[src/rtl/row_encoder_pkg.sv]
// ============================================================================
// Module  : row_encoder_pkg
// Purpose : Shared state enum and sizing constants for the row encoder.
// Rev     : 1.0 - initial release
// ============================================================================
`default_nettype none

package row_encoder_pkg;

    localparam int ROWS   = 8;
    localparam int ADDR_W = 3;

    typedef enum logic [0:0] {
        IDLE  = 1'b0,
        OFFER = 1'b1
    } state_t;

endpackage : row_encoder_pkg

`default_nettype wire

[src/rtl/row_encoder_if.sv]
// ============================================================================
// Module  : row_encoder_if
// Purpose : Request lines, grant handshake and pending status of the encoder.
// Rev     : 1.0 - initial release
// ============================================================================
`default_nettype none

interface row_encoder_if;
    import row_encoder_pkg::*;

    logic [ROWS-1:0]   row_req_n;
    logic [ADDR_W-1:0] addr;
    logic              valid;
    logic              ready;
    logic              nen;
    logic [ROWS-1:0]   pend;

    modport master (
        input  row_req_n,
        input  ready,
        output addr,
        output valid,
        output nen,
        output pend
    );

    modport slave (
        output row_req_n,
        output ready,
        input  addr,
        input  valid,
        input  nen,
        input  pend
    );

endinterface : row_encoder_if

`default_nettype wire

[src/rtl/row_encoder_prio_pick.sv]
// ============================================================================
// Module  : prio_pick
// Purpose : Combinational circular priority search starting at start_i.
// Rev     : 1.0 - initial release
// ============================================================================
`default_nettype none

module prio_pick
    import row_encoder_pkg::*;
(
    input  logic [ROWS-1:0]   req_i,
    input  logic [ADDR_W-1:0] start_i,
    output logic [ADDR_W-1:0] idx_o,
    output logic              any_o
);

    logic [ADDR_W-1:0] pos;

    // Walk offsets from farthest to nearest so the nearest hit overwrites.
    always_comb begin
        idx_o = '0;
        pos   = '0;
        for (int k = ROWS - 1; k >= 0; k--) begin
            pos = start_i + k[ADDR_W-1:0];
            if (req_i[pos]) begin
                idx_o = pos;
            end
        end
    end

    assign any_o = |req_i;

endmodule : prio_pick

`default_nettype wire

[src/rtl/row_encoder.sv]
// ============================================================================
// Module  : row_encoder
// Purpose : Sticky active-low row requests serialised into 3-bit addresses.
//           Define ROW_ENCODER_RR_EN for round-robin selection.
// Rev     : 1.0 - initial release
// ============================================================================
`default_nettype none

module row_encoder
    import row_encoder_pkg::*;
(
    input  logic          clk,
    input  logic          rst,
    row_encoder_if.master bus
);

    state_t            state_q;
    logic [ROWS-1:0]   pend_q;
    logic [ROWS-1:0]   pend_d;
    logic [ROWS-1:0]   clr;
    logic [ADDR_W-1:0] addr_q;
    logic              valid_q;
    logic              nen_q;
    logic [ADDR_W-1:0] start;
    logic [ADDR_W-1:0] pick_idx;
    logic              pick_any;
    logic              accept;

`ifdef ROW_ENCODER_RR_EN
    logic [ADDR_W-1:0] last_q;
    assign start = last_q + 3'd1;
`else
    assign start = '0;
`endif

    assign accept = (state_q == OFFER) && bus.ready;

    // Set is OR-ed in after the clear so a request on the granted row survives.
    always_comb begin
        clr = '0;
        if (accept) begin
            clr[addr_q] = 1'b1;
        end
        pend_d = (pend_q & ~clr) | ~bus.row_req_n;
    end

    prio_pick u_pick (
        .req_i   (pend_q),
        .start_i (start),
        .idx_o   (pick_idx),
        .any_o   (pick_any)
    );

    always_ff @(posedge clk) begin
        if (rst) begin
            state_q <= IDLE;
            pend_q  <= '0;
            addr_q  <= '0;
            valid_q <= 1'b0;
            nen_q   <= 1'b1;
`ifdef ROW_ENCODER_RR_EN
            last_q  <= 3'd7;
`endif
        end else begin
            pend_q <= pend_d;
            case (state_q)
                IDLE: begin
                    if (pick_any) begin
                        addr_q  <= pick_idx;
                        valid_q <= 1'b1;
                        nen_q   <= 1'b0;
                        state_q <= OFFER;
                    end
                end
                OFFER: begin
                    if (bus.ready) begin
                        valid_q <= 1'b0;
                        nen_q   <= 1'b1;
                        state_q <= IDLE;
`ifdef ROW_ENCODER_RR_EN
                        last_q  <= addr_q;
`endif
                    end
                end
                default: state_q <= IDLE;
            endcase
        end
    end

    assign bus.addr  = addr_q;
    assign bus.valid = valid_q;
    assign bus.nen   = nen_q;
    assign bus.pend  = pend_q;

endmodule : row_encoder

`default_nettype wire
[src/flat_wrapper.sv]
// flat-port wrapper written by rule: the top's interface ports become plain ports
module row_encoder_flat import row_encoder_pkg::*;
  (clk, rst, bus_row_req_n, bus_ready, bus_addr, bus_valid, bus_nen, bus_pend);
  row_encoder_if bus_i ();
  input  logic clk;
  input  logic rst;
  input wire logic [$bits(bus_i.row_req_n)-1:0] bus_row_req_n;
  input wire logic [$bits(bus_i.ready)-1:0] bus_ready;
  output wire logic [$bits(bus_i.addr)-1:0] bus_addr;
  output wire logic [$bits(bus_i.valid)-1:0] bus_valid;
  output wire logic [$bits(bus_i.nen)-1:0] bus_nen;
  output wire logic [$bits(bus_i.pend)-1:0] bus_pend;
  assign bus_i.row_req_n = bus_row_req_n;
  assign bus_i.ready = bus_ready;
  assign bus_addr = bus_i.addr;
  assign bus_valid = bus_i.valid;
  assign bus_nen = bus_i.nen;
  assign bus_pend = bus_i.pend;
  row_encoder u_core (.clk(clk), .rst(rst), .bus(bus_i));
endmodule
[config.mk]
export PLATFORM = sky130hd
export DESIGN_NAME = row_encoder_flat
export DESIGN_NICKNAME = d
export VERILOG_FILES = /design/src/rtl/row_encoder_pkg.sv /design/src/rtl/row_encoder_if.sv /design/src/rtl/row_encoder_prio_pick.sv /design/src/rtl/row_encoder.sv /design/src/flat_wrapper.sv
export SDC_FILE = /design/constraint.sdc
export NUM_CORES = 1
export LEC_CHECK = 0
export CAP_MARGIN = 20
export CORE_ASPECT_RATIO = 1.2
export CORE_MARGIN = 2
export CORE_UTILIZATION = 45
export DETAILED_ROUTE_END_ITERATION = 10
export PLACE_DENSITY = 0.72
export RECOVER_POWER = 25
export SLEW_MARGIN = 25
export SYNTH_ARGS = -nofsm -noshare
export SYNTH_HDL_FRONTEND = slang
export SYNTH_HIERARCHICAL = 1
export SYNTH_SLANG_ARGS = --single-unit
[constraint.sdc]
create_clock -name clk -period 4.6 [get_ports clk]
set_input_delay 0.46 -clock clk [delete_from_list [all_inputs] [get_ports clk]]
set_output_delay 0.46 -clock clk [all_outputs]
set_load 0.02 [all_outputs]
==> results.cfg <==
[synth]
yosysWarnings = 6
synth_xor_area_frac = 0.0272
syn_area_mm2 = 0.00129
synth_area_per_cell_um2 = 9.35
yosysSeqAreaShare = 0.217
ys_top_cells_by_area = dfxtp_1 22%, mux4_2 16%, a21oi_1 7.4%, mux2i_1 6.2%, mux4_1 6.1%
ys_types = 38
synth_top_family_by_area = multiplexers
synthAdderAreaFrac = 0.0194
synth_compound_area_frac = 0.238
synth_top_area_share = 0.217
synth_seq_cells = 14
yosys.area_share.simple = 0.111
synth.largest_area_cell = dfxtp_1
syn-instance-count = 138
synthMuxAreaShare = 0.333

[critical_path]
worstPathRequired_ns = 4.76
crit_arrival_ns = 2.34
crit_start = u_core/bus.pend[2]$_SDFF_PP0_
start_kind = register
cp_max_fo = 9
worstSetupPathType = register to register
r2r-start = u_core/bus.pend[2]$_SDFF_PP0_
cp-end-kind = register

[pwr]
switching_share = 0.362
max-vdd-ir-drop_mv = 0.236
p_leak_nw = 0.614
p_per_area_mw_per_mm2 = 279
switchingPower_w = 0.000159
combPwrFrac = 0.447
seqPwrFrac = 0.350
internal_power_w = 0.000280
p_clk_frac = 0.202

[detailed_routing]
antenna_left = 0
vias = 1203
route.detailed.drc = 0
viasPerCell = 6.11
first_pass_iters = 5
wl_um = 3140
drt_iter0_drc = 40
post_drt_wl_per_cell_um = 15.9

[clock_network]
clock_path_buffers = 2
cts_root_buffer = clkbuf_4
post_cts_resized = 0
clock_sinks = 14
cts_buffers = 3
clk_pin_slew_ns = 0.09
cts_tree = done
cts_setup_buffers = 0
h-tree-depth = 1
ctsHoldBuffers = 0
clkLatencyLatePin_ns = 0.28

[sta]
setup_viol = 0
period_minus_slack_ns = 2.18
timing.final.crit_share = 0.474
slew_viol_final = 0
rsz0062_at_grt = false
relSlewSlack = 0.641
tightest_slew_ns = 0.523
fmax_ghz = 0.459
fin_worst_skew_ns = 0.00190
holdWs_ns = 0.487
setup_tns_ns = 0
finalHoldViolCount = 0

[place]
gp_congestion = 0.887
place_area_mm2 = 0.00154
io_buffers = 23
place_hpwl_um = 2340

[final_layout]
multi_input_area_um2 = 961
final.fill_count = 254
final_cell_mix = 22 x clkdlybuf4s50_1, 19 x a21oi_1, 14 x dfxtp_1
final_common_cell = clkdlybuf4s50_1
nets = 177
drive_above_1_share = 0.123
areaGrowthSynthToFinish_pct = 22.2
final_area_mm2 = 0.00158
antenna_cells = 0
regArea_um2 = 280

[die]
fp.dieW_um = 52.9
ioPinCount = 24
num_rows = 21
coreArea_mm2 = 0.00276
die_area_mm2 = 0.00331
initial_core_util = 0.468
die_y_um = 62.7

[global_route]
antenna_found_initial = 0
overflow = 0
grt_pass1_wl_um = 5240
grt_max_degree = 17
grt_pass1_vias = 1174
grt_usage = 0.204

[run]
max_cap_viol_count = 0

[hold_path]
min_from = u_core/bus.valid$_SDFFE_PP0P_
hold_class = register to register

[run_status]
outcome = finished, final reports clean
## power by group through the flow
stage          registers, W  logic (W)  clock network, W
2_1_floorplan      0.000165   0.000130                 0
3_3_place_gp       0.000156   0.000186                 0
3_5_place_dp       0.000157   0.000189                 0
4_1_cts            0.000154   0.000190         0.0000908
5_1_grt            0.000157   0.000213         0.0000946
6_report           0.000154   0.000197         0.0000890
## Yosys cell counts (all sizes together)
| cell | number |
|---|---|
| nand3b | 2 |
| clkbuf | 2 |
| nand2 | 9 |
| nor2 | 10 |
| xor2 | 3 |
| o2111a | 1 |
| a31oi | 1 |
| o2bb2ai | 1 |
| a221oi | 1 |
| dfxtp | 14 |
| o31ai | 3 |
| nor2b | 1 |
| a22oi | 4 |
| mux2 | 5 |
| o211ai | 1 |
| inv | 7 |
| o32ai | 1 |
| xnor2 | 1 |
| o21bai | 3 |
| mux2i | 8 |
| conb | 1 |
| nand3 | 2 |
| o311a | 2 |
| ha | 2 |
| a21oi | 19 |
| o21ai | 10 |
| mux4 | 12 |
| buf | 5 |
| nor4 | 2 |
| a211oi | 1 |
| nand2b | 3 |
| and2 | 1 |
## flip-flops by register name, indices dropped and copies added, names as in the netlist
signal            count
u_core/bus.addr       3
u_core/bus.nen        1
u_core/bus.pend       8
u_core/bus.valid      1
u_core/state_q        1
## cells by family after synthesis
group	after synthesis
buffers and inverters	14
adders and majority gates	2
and+or+nand+nor	30
AOI/OAI and AO/OA	48
other	1
xor gates and xnor gates	4
DFF	14
muxes	25
## path summary, 6_finish.rpt
path	end	slack (ns)	cells after the start
worst max register to register	u_core/bus.addr[1]$_SDFFE_PP0P_	2.42	7
worst min register to register	u_core/bus.valid$_SDFFE_PP0P_	0.49	2
worst max-delay path	u_core/bus.addr[1]$_SDFFE_PP0P_	2.42	7
worst min-delay path	u_core/bus.valid$_SDFFE_PP0P_	0.49	2
## routing by layer
| metal | global-route usage | vias to the layer above | wire (um) |
|---|---|---|---|
| li1 | - | 578 | - |
| met1 | 0.266 | 589 | 1350 |
| met2 | 0.344 | 34 | 1680 |
| met3 | 0.0239 | 2 | 101 |
| met4 | 0.0673 | 0 | 11 |
| met5 | 0 | - | 0 |
## worst max-delay path, cell delays in order, from the launching register on
cell	delay, ns
dfxtp_1	0.39
mux4_2	0.52
mux2i_1	0.44
nand2_1	0.10
a221oi_1	0.33
a211oi_1	0.10
mux2i_1	0.14
nor2_1	0.05
## per-stage QoR
step | total power (W) | setup slack (ns) | utilization | instances
2_1_floorplan | 0.000294 | 2.49 | - | 143
3_3_place_gp | 0.000342 | 2.46 | 0.558 | 193
3_5_place_dp | 0.000346 | 2.45 | 0.558 | 193
4_1_cts | 0.000435 | 2.43 | 0.571 | 197
5_1_grt | 0.000465 | 2.27 | 0.571 | 197
6_report | 0.000440 | 2.42 | 0.571 | 197
## cell type report
| cell class | instances | area share |
|---|---|---|
| flip-flops and latches | 14 | 0.178 |
| well taps | 34 | 0.0270 |
| inverters | 7 | 0.0167 |
| repair buffers | 23 | 0.146 |
| clock buffers | 4 | 0.0230 |
| multi-input cells | 115 | 0.610 |
(Power assumes the default switching activity.)
